File: config.mk
export PLATFORM = sky130hd
export DESIGN_NAME = counter_updown_mod
export DESIGN_NICKNAME = d
export VERILOG_FILES = /design/src/rtl/counter_updown_mod.sv
export SDC_FILE = /design/constraint.sdc
export NUM_CORES = 1
export LEC_CHECK = 0
export BUFFER_PORTS_ARGS = -buffer_cell sky130_fd_sc_hd__buf_4
export CAP_MARGIN = 25
export CORE_AREA = 2 2 39 41
export DETAILED_ROUTE_END_ITERATION = 7
export DIE_AREA = 0 0 41 43
export GPL_ROUTABILITY_DRIVEN = 1
export GPL_TIMING_DRIVEN = 0
export SETUP_SLACK_MARGIN = 0.4
export SLEW_MARGIN = 20
export SYNTH_ARGS = -nofsm -noshare
export SYNTH_HDL_FRONTEND = slang
export SYNTH_SLANG_ARGS = --single-unit
File: constraint.sdc
create_clock -name clk -period 2.4 [get_ports clk]
set_clock_uncertainty 0.15 [all_clocks]
set_input_delay 0.48 -clock clk [delete_from_list [all_inputs] [get_ports clk]]
set_output_delay 0.48 -clock clk [all_outputs]
set_load 0.01 [all_outputs]
File: src/rtl/counter_updown_mod.sv
// -----------------------------------------------------------------------------
// counter_updown_mod
// Synchronous modulo-MODULUS up/down counter with clear, saturating parallel
// load, count enable, a combinational terminal-count (cascade carry) output and
// a registered one-cycle wrap pulse. All state shares a single clock edge, so
// stages can be chained by feeding a lower stage's tc into an upper stage's en.
// -----------------------------------------------------------------------------
module counter_updown_mod #(
    parameter int WIDTH   = 4,
    parameter int MODULUS = 2 ** WIDTH
) (
    input  logic             clk,
    input  logic             reset_n,
    input  logic             clr,
    input  logic             load,
    input  logic [WIDTH-1:0] d,
    input  logic             en,
    input  logic             up,
    output logic [WIDTH-1:0] q,
    output logic             tc,
    output logic             wrap
);

    // -------------------------------------------------------------------------
    // Parameter legality. The upper bound is only meaningful while 2**WIDTH
    // fits in an int; for wider counters any positive int modulus fits.
    // -------------------------------------------------------------------------
    generate
        if (WIDTH < 1) begin : g_bad_width
            $error("counter_updown_mod: WIDTH must be >= 1");
        end
        if ((MODULUS < 2) || ((WIDTH < 31) && (MODULUS > (1 << WIDTH)))) begin : g_bad_modulus
            $error("counter_updown_mod: MODULUS must satisfy 2 <= MODULUS <= 2**WIDTH");
        end
    endgenerate

    // Largest legal count value, expressed in counter width.
    localparam logic [WIDTH-1:0] MAX_VAL = WIDTH'(MODULUS - 1);

    // When the modulus spans the whole WIDTH-bit range, every d is already
    // legal and the wrap is plain binary overflow.
    localparam bit FULL_RANGE = (WIDTH < 31) && (MODULUS == (1 << WIDTH));

    // Operation chosen at the next edge, in priority order clr > load > en.
    typedef enum logic [1:0] {
        OP_HOLD,
        OP_CLEAR,
        OP_LOAD,
        OP_COUNT
    } op_e;

    logic [WIDTH-1:0] r_q;
    logic             r_wrap;

    op_e              w_op;
    logic             w_at_max;
    logic             w_at_zero;
    logic             w_tc;
    logic [WIDTH-1:0] w_load_val;
    logic [WIDTH-1:0] w_step_val;
    logic [WIDTH-1:0] w_q_next;
    logic             w_wrap_next;

    // -------------------------------------------------------------------------
    // Terminal-count detection: tc is the "this enabled step will wrap" flag,
    // so it doubles as the carry into the next cascade stage.
    // -------------------------------------------------------------------------
    assign w_at_max  = (r_q == MAX_VAL);
    assign w_at_zero = (r_q == '0);
    assign w_tc      = en & ((up & w_at_max) | (~up & w_at_zero));

    // -------------------------------------------------------------------------
    // Load value: out-of-range requests saturate to the top of the count range
    // so q can never escape 0..MODULUS-1.
    // -------------------------------------------------------------------------
    generate
        if (FULL_RANGE) begin : g_load_full
            assign w_load_val = d;
        end else begin : g_load_sat
            assign w_load_val = (d > MAX_VAL) ? MAX_VAL : d;
        end
    endgenerate

    // Next value for one enabled count step, wrapping at either end of the range.
    always_comb begin : p_step_value
        // NOTE: every combinational output gets a default first, so no path leaves it unassigned and no latch is inferred.
        w_step_val = r_q;
        if (up) begin
            w_step_val = w_at_max ? '0 : (r_q + WIDTH'(1));
        end else begin
            w_step_val = w_at_zero ? MAX_VAL : (r_q - WIDTH'(1));
        end
    end

    // Resolve the control inputs into a single operation by priority.
    always_comb begin : p_op_select
        w_op = OP_HOLD;
        if (clr) begin
            w_op = OP_CLEAR;
        end else if (load) begin
            w_op = OP_LOAD;
        end else if (en) begin
            w_op = OP_COUNT;
        end
    end

    // Next count and next wrap flag for the selected operation.
    always_comb begin : p_next_state
        w_q_next    = r_q;
        w_wrap_next = 1'b0;
        unique case (w_op)
            OP_CLEAR: begin
                w_q_next = '0;
            end
            OP_LOAD: begin
                w_q_next = w_load_val;
            end
            OP_COUNT: begin
                w_q_next    = w_step_val;
                w_wrap_next = w_tc;
            end
            OP_HOLD: begin
                w_q_next = r_q;
            end
        endcase
    end

    // State register: asynchronous clear, all updates on the rising clock edge.
    always_ff @(posedge clk or negedge reset_n) begin : p_state_reg
        if (!reset_n) begin
            // NOTE: sequential state uses non-blocking assignments so every register samples pre-edge values.
            r_q    <= '0;
            r_wrap <= 1'b0;
        end else begin
            r_q    <= w_q_next;
            r_wrap <= w_wrap_next;
        end
    end

    assign q    = r_q;
    assign tc   = w_tc;
    assign wrap = r_wrap;

endmodule
==> metrics, run 1 <==
row count=14; first-pass GRT wire length=1587 um; FMAX=0.4443 GHz; Final Max Slew Viols=0; drt total wl=1004 um; Slew HR=0.8117; hold crit path type=input pin to register; final hold vios=0; CP startpoint kind=register; RSZ-0062 raised after global routing=yes; CTS sink cnt=5; clk root buf=clkbuf_4; slew of the pin with the lowest slew margin=282.5 ps; most frequent cells in the layout=19 x buf_4, 6 x nand2_1, 5 x a21oi_1, 3 x clkbuf_4, 3 x dfrtp_1; Place WS=234.5 ps; Iter 0 DRT Violations=0; Pwr Density=470.9 nW/um^2; fin nets=82; Unique masters post-synth=24; Num CTS Buffers=3; Post-Synthesis Net Count=56; Crit path largest cell delay=400 ps; Worst-path clk slew=40 ps; DRC violations left=0; vias in the first global route=390; Area Growth Syn to Fin=63.21%; initial antenna violation count=0; YS warnings=0; total congestion overflow=0; DIE WIDTH=41 um; Clk Latency, worst-skew pair=240 ps; hold_ws=276.8 ps; Worst path slowest cell=dfrtp_2; status=finished clean; Pre-antenna DRT Iters=1; crit share post-route=0.9379; Finish-stage setup viols=0; post-synthesis sequential area ratio=0.3344; core outline area=1384 sq um; IO Count=16; worst path arrival time=1620 ps; #FFs+latches synth=5; starting density of the core=0.2703; largest net degree at the start of global routing=10; DIE AREA=1763 sq um; H-tree depth=1; cell chain of the critical path=inv_2, ha_4, or3b_4, o21ai_2, and2_4, buf_6; IO Port Bufs=15; most common cell after layout, fill and taps aside=buf_4; DP HPWL=686 um; Max clock buf depth=2; worst-path fanout max=3; ANT nets after route=0; kind of critical path=register to output port; setup TNS=0 ps; Mapped Cells=44; Vias/cell=4.965; Critical Path RT=1770 ps; Die Ht=43 um; CTS tree=yes; max_cap viols=0; share of cells above drive strength 1=0.4928; vias=422; final worst slack=149.0 ps; Mapped Area=374.1 sq um; syn_area_per_cell=8.502 sq um; Tmin final=2251 ps; GRT Util Overall=0.1370; critical path endpoint category=output port; global placement routability congestion=0.7169; routed len/inst=11.81 um; reported leakage power=0.2923 nW; Peak VDD IR=0.0002201 V; ANT cells=0
Yosys cell counts, drive strengths merged:
cell type	number	area (sq um)
a211oi	1	7.510
a21o	1	7.510
mux2i	1	10.01
o21bai	1	7.510
or3	1	6.260
a221oi	1	8.760
and3	1	7.510
ha	2	25.02
nand2	6	22.52
and2	1	6.260
nand3b	1	7.510
or3b	1	8.760
nor2b	1	6.260
dfrtp	5	125.1
o21ai	3	15.01
xor2	2	17.52
mux2	1	11.26
inv	3	11.26
nand3	1	5.000
nor2	2	7.510
o221ai	1	8.760
a21oi	5	25.02
nor3b	1	7.510
o32ai	1	8.760
flip-flops by register name (all words and copies together) (netlist names):
| signal | flops |
|---|---|
| q | 4 |
| wrap | 1 |
layout make-up:
| class | instances | area (sq um) |
|---|---|---|
| clock buffers | 4 | 26.28 |
| fillers | 157 | 773.2 |
| inverters | 3 | 11.26 |
| multi-input cells | 36 | 261.5 |
| flip-flops and latches | 5 | 127.6 |
| well taps | 16 | 20.02 |
| repair buffers | 21 | 163.9 |
worst paths after layout:
| kind | cells after the start | to | slack [ps] | start |
|---|---|---|---|---|
| setup reg to reg | 5 | q[3] | 640 | q[0] |
| max in group asynchronous | 2 | q[0] | 1550 | reset_n |
| hold reg to reg | 2 | q[0] | 560 | q[0] |
| hold / removal | 2 | q[0] | 280 | clr |
| min in group asynchronous | 2 | q[2] | 430 | reset_n |
| setup / recovery | 6 | tc | 150 | q[1] |
kinds of logic after synthesis:
kind of cell	share of synthesized area
fa+ha+maj	0.06688
compound gates	0.2375
flops	0.3344
simple gates	0.2275
xor+xnor	0.04683
buf+inv	0.03010
mux	0.05686
layer usage:
metal	GRT usage	wire, um
met4	0.04000	0
met2	0.2031	526
met5	0	0
met1	0.1623	406
met3	0.07853	71
power by group:
part	internal, mW	switching, mW	total [mW]
Combinational	0.0525	0.0388	0.0912
Clock	0.0628	0.0344	0.0972
Sequential	0.0906	0.00848	0.0991
worst max-delay path, delay by kind of cell (launching register included):
| kind | cells | cell delay [ps] |
|---|---|---|
| fa+ha+maj | 1 | 130 |
| buf+inv | 2 | 170 |
| simple gates | 2 | 540 |
| flops | 1 | 400 |
| compound gates | 1 | 140 |
stage by stage:
step,std cells,power (mW),utilization,cell area (sq um)
floorplan,44,0.1368,-,376.6
global placement,75,0.1714,0.3680,509.2
detailed placement,75,0.1712,0.3680,509.2
CTS,84,0.2851,0.4250,588.1
global route,85,0.3119,0.4412,610.6
finish,85,0.2875,0.4412,610.6
timing repair:
| item | CTS | global route |
|---|---|---|
| endpoints found under the setup margin | 1 | 1 |
| buffers inserted | 4 | 1 |
| pin swaps | 3 | 2 |
| hold buffers | 1 | 0 |
| gates resized for setup | 5 | 5 |
| endpoints found under the hold margin | 5 | 0 |
Power figures use the tool's default switching activity.
==> run 2, diff against run 1 <==
--- a/config.mk
+++ b/config.mk
@@ -12,6 +12,7 @@
 export DIE_AREA = 0 0 41 43
 export GPL_ROUTABILITY_DRIVEN = 1
 export GPL_TIMING_DRIVEN = 0
+export MAX_ROUTING_LAYER = met4
 export SETUP_SLACK_MARGIN = 0.4
 export SLEW_MARGIN = 20
 export SYNTH_ARGS = -nofsm -noshare
==> constraint.sdc (replaced) <==
create_clock -name clk -period 2.4 [get_ports clk]
set_clock_uncertainty 0.15 [all_clocks]
set_input_delay 0.24 -clock clk [delete_from_list [all_inputs] [get_ports clk]]
set_output_delay 0.24 -clock clk [all_outputs]
set_load 0.01 [all_outputs]
==> metrics, run 2 (synthesis gave the netlist of run 1 again) <==
worst path arrival time=1610 ps (was 1620 ps); Slew HR=0.8139 (was 0.8117); Routed met2 length=549 um (was 526 um); Tmin final=1999 ps (was 2251 ps); share of cells above drive strength 1=0.4706 (was 0.4928); fin nets=81 (was 82); most used cell along the critical path=buf_4; Die Ht=43 um (unchanged); DIE WIDTH=41 um (unchanged); Met3 Wirelength=55 um (was 71 um); initial antenna violation count=0 (unchanged); CTS sink cnt=5 (unchanged); cell chain of the critical path=buf_4, ha_2, and3_2, nand2_1, o21ai_2, and2_1, buf_4 (was inv_2, ha_4, or3b_4, o21ai_2, and2_4, buf_6); most common cell after layout, fill and taps aside=buf_4 (unchanged); clk root buf=clkbuf_4 (unchanged); CTS tree=yes (unchanged); DIE AREA=1763 sq um (unchanged); hold path endpoint=q[0] (unchanged); total congestion overflow=0 (unchanged); R2R cell count=5 (unchanged); vias=429 (was 422); global placement routability congestion=0.7215 (was 0.7169); DRC violations left=0 (unchanged); reported leakage power=0.2855 nW (was 0.2923 nW); Crit path largest cell delay=410 ps (was 400 ps); clock power share=0.344 (was 0.338); hold path depth=2 (unchanged); Peak VDD IR=0.0002787 V (was 0.0002201 V); Hold Path Origin=clr (unchanged); DP HPWL=693.6 um (was 686 um); Num CTS Buffers=3 (unchanged); routed len/inst=12.43 um (was 11.81 um); IO Port Bufs=15 (unchanged); Worst Path Buf+Inv=2 (unchanged); Area Growth Syn to Fin=59.53% (was 63.21%); critical path endpoint category=output port (unchanged); Pre-antenna DRT Iters=4 (was 1); GRT Util Overall=0.1371 (was 0.1370); first-pass GRT wire length=1524 um (was 1587 um); CP startpoint kind=register (unchanged); status=finished clean (unchanged); RSZ-0062 raised after global routing=yes (unchanged); Max clock buf depth=2 (unchanged); H-tree depth=1 (unchanged); max_cap viols=0 (unchanged); final worst slack=400.9 ps (was 149.0 ps); max reg flops=4 (unchanged); capture point of the worst reg-to-reg path=q[3] (unchanged); final hold vios=0 (unchanged); Routed met1 length=439 um (was 406 um); core outline area=1384 sq um (unchanged); utilization after layout=0.4313 (was 0.4412); row count=14 (unchanged); Switching Fraction=0.2928 (was 0.2840); R2R Path Start=q[0] (unchanged); IO Count=16 (unchanged); setup TNS=0 ps (unchanged); Place WS=472.6 ps (was 234.5 ps); ANT nets after route=0 (unchanged); worst-path fanout max=6 (was 3); Fillers=150 (was 157); FMAX=0.5002 GHz (was 0.4443 GHz); starting density of the core=0.2703 (unchanged); crit share post-route=0.8330 (was 0.9379); hold crit path type=input pin to register (unchanged); sequential power share=0.346 (was 0.345); Pwr Density=481.1 nW/um^2 (was 470.9 nW/um^2); Net Sw Power=0.08407 mW (was 0.08165 mW); R2R setup slack=640 ps (about the same); most frequent cells in the layout=19 x buf_4, 6 x nand2_1, 5 x a21oi_1, 3 x clkbuf_4, 3 x dfrtp_1 (unchanged); P_int=0.2031 mW (was 0.2059 mW); Worst path slowest cell=dfrtp_2 (unchanged); drt total wl=1044 um (was 1004 um); slew of the pin with the lowest slew margin=278.3 ps (was 282.5 ps); ANT cells=0 (unchanged); Clk Latency, worst-skew pair=240 ps (about the same); Critical Path RT=2010 ps (was 1770 ps); highest routed layer=met3 (unchanged); Vias/cell=5.107 (was 4.965); vias in the first global route=340 (was 390); Top Family by Delay on Critical Path=simple AND/OR/NAND/NOR gates (unchanged); Iter 0 DRT Violations=13 (was 0); Worst-path clk slew=40 ps (about the same); kind of critical path=register to output port (unchanged); logic gate share of total power=0.310 (was 0.317); largest net degree at the start of global routing=10 (unchanged); Finish-stage setup viols=0 (unchanged); Final Max Slew Viols=0 (unchanged)
==> run 2: cell count changes in the layout (fill, tap and decap cells not counted), sizes merged <==
cell,change
buf,-1
==> run 2: how the worst max path moves through the flow <==
| stage | start | endpoint | slack (ps) | cells after the start |
|---|---|---|---|---|
| floorplan | q[0] | tc | 620 | 5 |
| global placement | q[0] | tc | 480 | 6 |
| detailed placement | q[1] | tc | 470 | 6 |
| CTS | q[1] | tc | 370 | 6 |
| global route | q[1] | tc | 340 | 7 |
| finish | q[1] | tc | 400 | 7 |
==> run 2: layer usage <==
layer / vias to the layer above / global-route usage
li1: 212 / -
met1: 200 / 0.1456
met2: 17 / 0.2188
met3: 0 / 0.04712
met4: 0 / 0.06000
met5: - / -
==> run 2: layout make-up <==
class | count | area [sq um] | share of cell area
multi-input combinational | 36 | 259.0 | 0.4340
clock buffer | 4 | 26.28 | 0.04403
timing repair buffer | 20 | 152.6 | 0.2558
sequential | 5 | 127.6 | 0.2138
tap | 16 | 20.02 | 0.03354
inverter | 3 | 11.26 | 0.01887
==> run 2: through the flow <==
| step | power (mW) | area [sq um] | hold WS, ps | cells |
|---|---|---|---|---|
| after detailed placement | 0.1710 | 506.7 | -103.1 | 75 |
| final | 0.2871 | 596.8 | 33.41 | 84 |
| after floorplan | 0.1363 | 374.1 | -205.6 | 44 |
| after CTS | 0.2864 | 588.1 | 26.52 | 84 |
| after global routing | 0.3068 | 596.8 | 28.61 | 84 |
| after global placement | 0.1698 | 506.7 | -106.5 | 75 |
==> run 2: power by group through the flow <==
stage / Clock (mW) / Sequential (mW) / Combinational, mW
floorplan: 0 / 0.103 / 0.0337
global placement: 0 / 0.102 / 0.0674
detailed placement: 0 / 0.103 / 0.0683
CTS: 0.102 / 0.0987 / 0.0857
global route: 0.110 / 0.100 / 0.0963
finish: 0.0988 / 0.0993 / 0.0890
==> run 2: timing repair <==
item	in CTS	in global routing
setup endpoints to repair	1	1
buffers inserted	4	0
hold buffers	1	0
resized for setup	6	4
endpoints found under the hold margin	5	0
pin swaps	3	3
==> run 3, diff against run 2 <==
==> constraint.sdc (replaced) <==
create_clock -name clk -period 1.9 [get_ports clk]
set_clock_uncertainty 0.15 [all_clocks]
set_input_delay 0.19 -clock clk [delete_from_list [all_inputs] [get_ports clk]]
set_output_delay 0.19 -clock clk [all_outputs]
set_load 0.01 [all_outputs]
==> metrics, run 3 (synthesis gave the netlist of run 1 again) <==
clk root buf=clkbuf_4 (unchanged); Pwr Density=581.4 nW/um^2 (was 481.1 nW/um^2); FMAX=0.5149 GHz; Place WS=113.1 ps (was 472.6 ps); IO Port Bufs=15 (unchanged); total congestion overflow=0 (unchanged); fin nets=81 (unchanged); CTS sink cnt=5 (unchanged); CTS tree=yes (unchanged); Hold Path Origin=d[0] (was clr); vias in the first global route=376 (was 340); critical path endpoint category=output port (unchanged); first-pass GRT wire length=1559 um (was 1524 um); share of cells above drive strength 1=0.5000 (was 0.4706); hold path endpoint=q[0] (unchanged); Slew HR=0.8225 (was 0.8139); Max clock buf depth=2 (unchanged); R2R Path Start=q[0] (unchanged); failing checks=setup timing; hold crit path type=input pin to register (unchanged); Num CTS Buffers=3 (unchanged); Iter 0 DRT Violations=15 (was 13); most frequent cells in the layout=17 x buf_4, 5 x nand2_1, 5 x a21oi_1, 3 x clkbuf_4, 3 x dfrtp_1 (was 19 x buf_4, 6 x nand2_1, 5 x a21oi_1, 3 x clkbuf_4, 3 x dfrtp_1); reported leakage power=0.2893 nW (was 0.2855 nW); largest net degree at the start of global routing=10 (unchanged); crit share post-route=1.022; IO Count=16 (unchanged); H-tree depth=1 (unchanged); slew of the pin with the lowest slew margin=266.3 ps (was 278.3 ps); RSZ-0062 raised after global routing=yes (unchanged); CP startpoint kind=register (unchanged); Finish-stage setup viols=1 (was 0); Pre-antenna DRT Iters=4 (unchanged); starting density of the core=0.2703 (unchanged); Final Max Slew Viols=0 (unchanged); Tmin final=1942 ps; setup TNS=-42.30 ps (was 0 ps); core outline area=1384 sq um (unchanged); Clk Latency, worst-skew pair=240 ps (about the same); DIE AREA=1763 sq um (unchanged); Tot Pwr=0.3608 mW (was 0.2871 mW); GRT Util Overall=0.1316 (was 0.1371); status=complete, but fails checks (was finished clean); Critical Path RT=1560 ps (was 2010 ps); routed len/inst=10.70 um (was 12.43 um); R2R cell count=6 (was 5); capture point of the worst reg-to-reg path=q[0] (was q[3]); most common cell after layout, fill and taps aside=buf_4 (unchanged); utilization after layout=0.4485 (was 0.4313); max_cap viols=0 (unchanged); drt total wl=899 um (was 1044 um); global placement routability congestion=0.7238 (was 0.7215); row count=14 (unchanged); kind of critical path=register to output port (unchanged); Peak VDD IR=0.0002960 V (was 0.0002787 V); worst path arrival time=1600 ps (was 1610 ps); initial antenna violation count=0 (unchanged); hold path depth=3 (was 2); final worst slack=-42.30 ps (was 400.9 ps); R2R setup slack=250 ps (was 640 ps); Area Growth Syn to Fin=65.89% (was 59.53%); DRC violations left=0 (unchanged); ANT nets after route=0 (unchanged); Vias/cell=4.881 (was 5.107); final hold vios=0 (unchanged); DIE WIDTH=41 um (unchanged); Worst-path clk slew=40 ps (about the same); worst-path fanout max=3 (was 6); max reg flops=4 (unchanged); ANT cells=0 (unchanged); Final Cell Area=620.6 sq um (was 596.8 sq um); vias=410 (was 429); DP HPWL=681.9 um (was 693.6 um); Die Ht=43 um (unchanged); Area after DPL=524.3 sq um (was 506.7 sq um)
run 3: worst max path at each step:
stage | from | endpoint | slack, ps | cells after the start
finish | q[0] | tc | -40 | 6
global route | q[0] | tc | -110 | 6
global placement | q[1] | tc | 90 | 6
floorplan | q[1] | tc | 240 | 5
CTS | q[0] | tc | -50 | 6
detailed placement | q[1] | tc | 110 | 6
run 3: final cells by class:
type                            count  area, sq um
Clock buffer                        4        26.28
Fill cell                         151        763.2
Inverter                            3        11.26
Multi-Input combinational cell     36        276.5
Sequential cell                     5        127.6
Tap cell                           16        20.02
Timing Repair Buffer               20        158.9
run 3: worst max-delay path, cell delays in order, from the launching register on:
cell and delay, ps:
dfrtp_2 420, inv_2 70, ha_4 130, or3b_4 380
o21ai_2 120, and2_4 150, buf_6 90
run 3: what timing repair did:
| action | in CTS | in global routing |
|---|---|---|
| resized for setup | 5 | 2 |
| hold buffers | 2 | 0 |
| hold endpoints to repair | 8 | 0 |
| setup endpoints to repair | 5 | 5 |
| buffers inserted | 3 | 0 |
| pin swaps | 5 | 0 |
run 3: where the power goes:
group	internal, mW	switching (mW)	leakage [nW]
registers	0.114	0.0103	0.0633
logic	0.0646	0.0503	0.211
clock network	0.0793	0.0420	0.0150
run 3: metal layers:
| metal | up-vias | track usage | share of wire |
|---|---|---|---|
| met4 | 0 | 0.06000 | 0 |
| met2 | 16 | 0.1781 | 0.46 |
| met1 | 186 | 0.1809 | 0.46 |
| met5 | - | - | 0 |
| li1 | 208 | - | - |
| met3 | 0 | 0.03141 | 0.069 |
run 3: through the flow:
step                      instances  hold WS (ps)
after global placement           75        -155.0
after CTS                        84         37.80
after global routing             84         37.68
after floorplan                  44        -255.6
final                            84         41.48
after detailed placement         75        -154.2
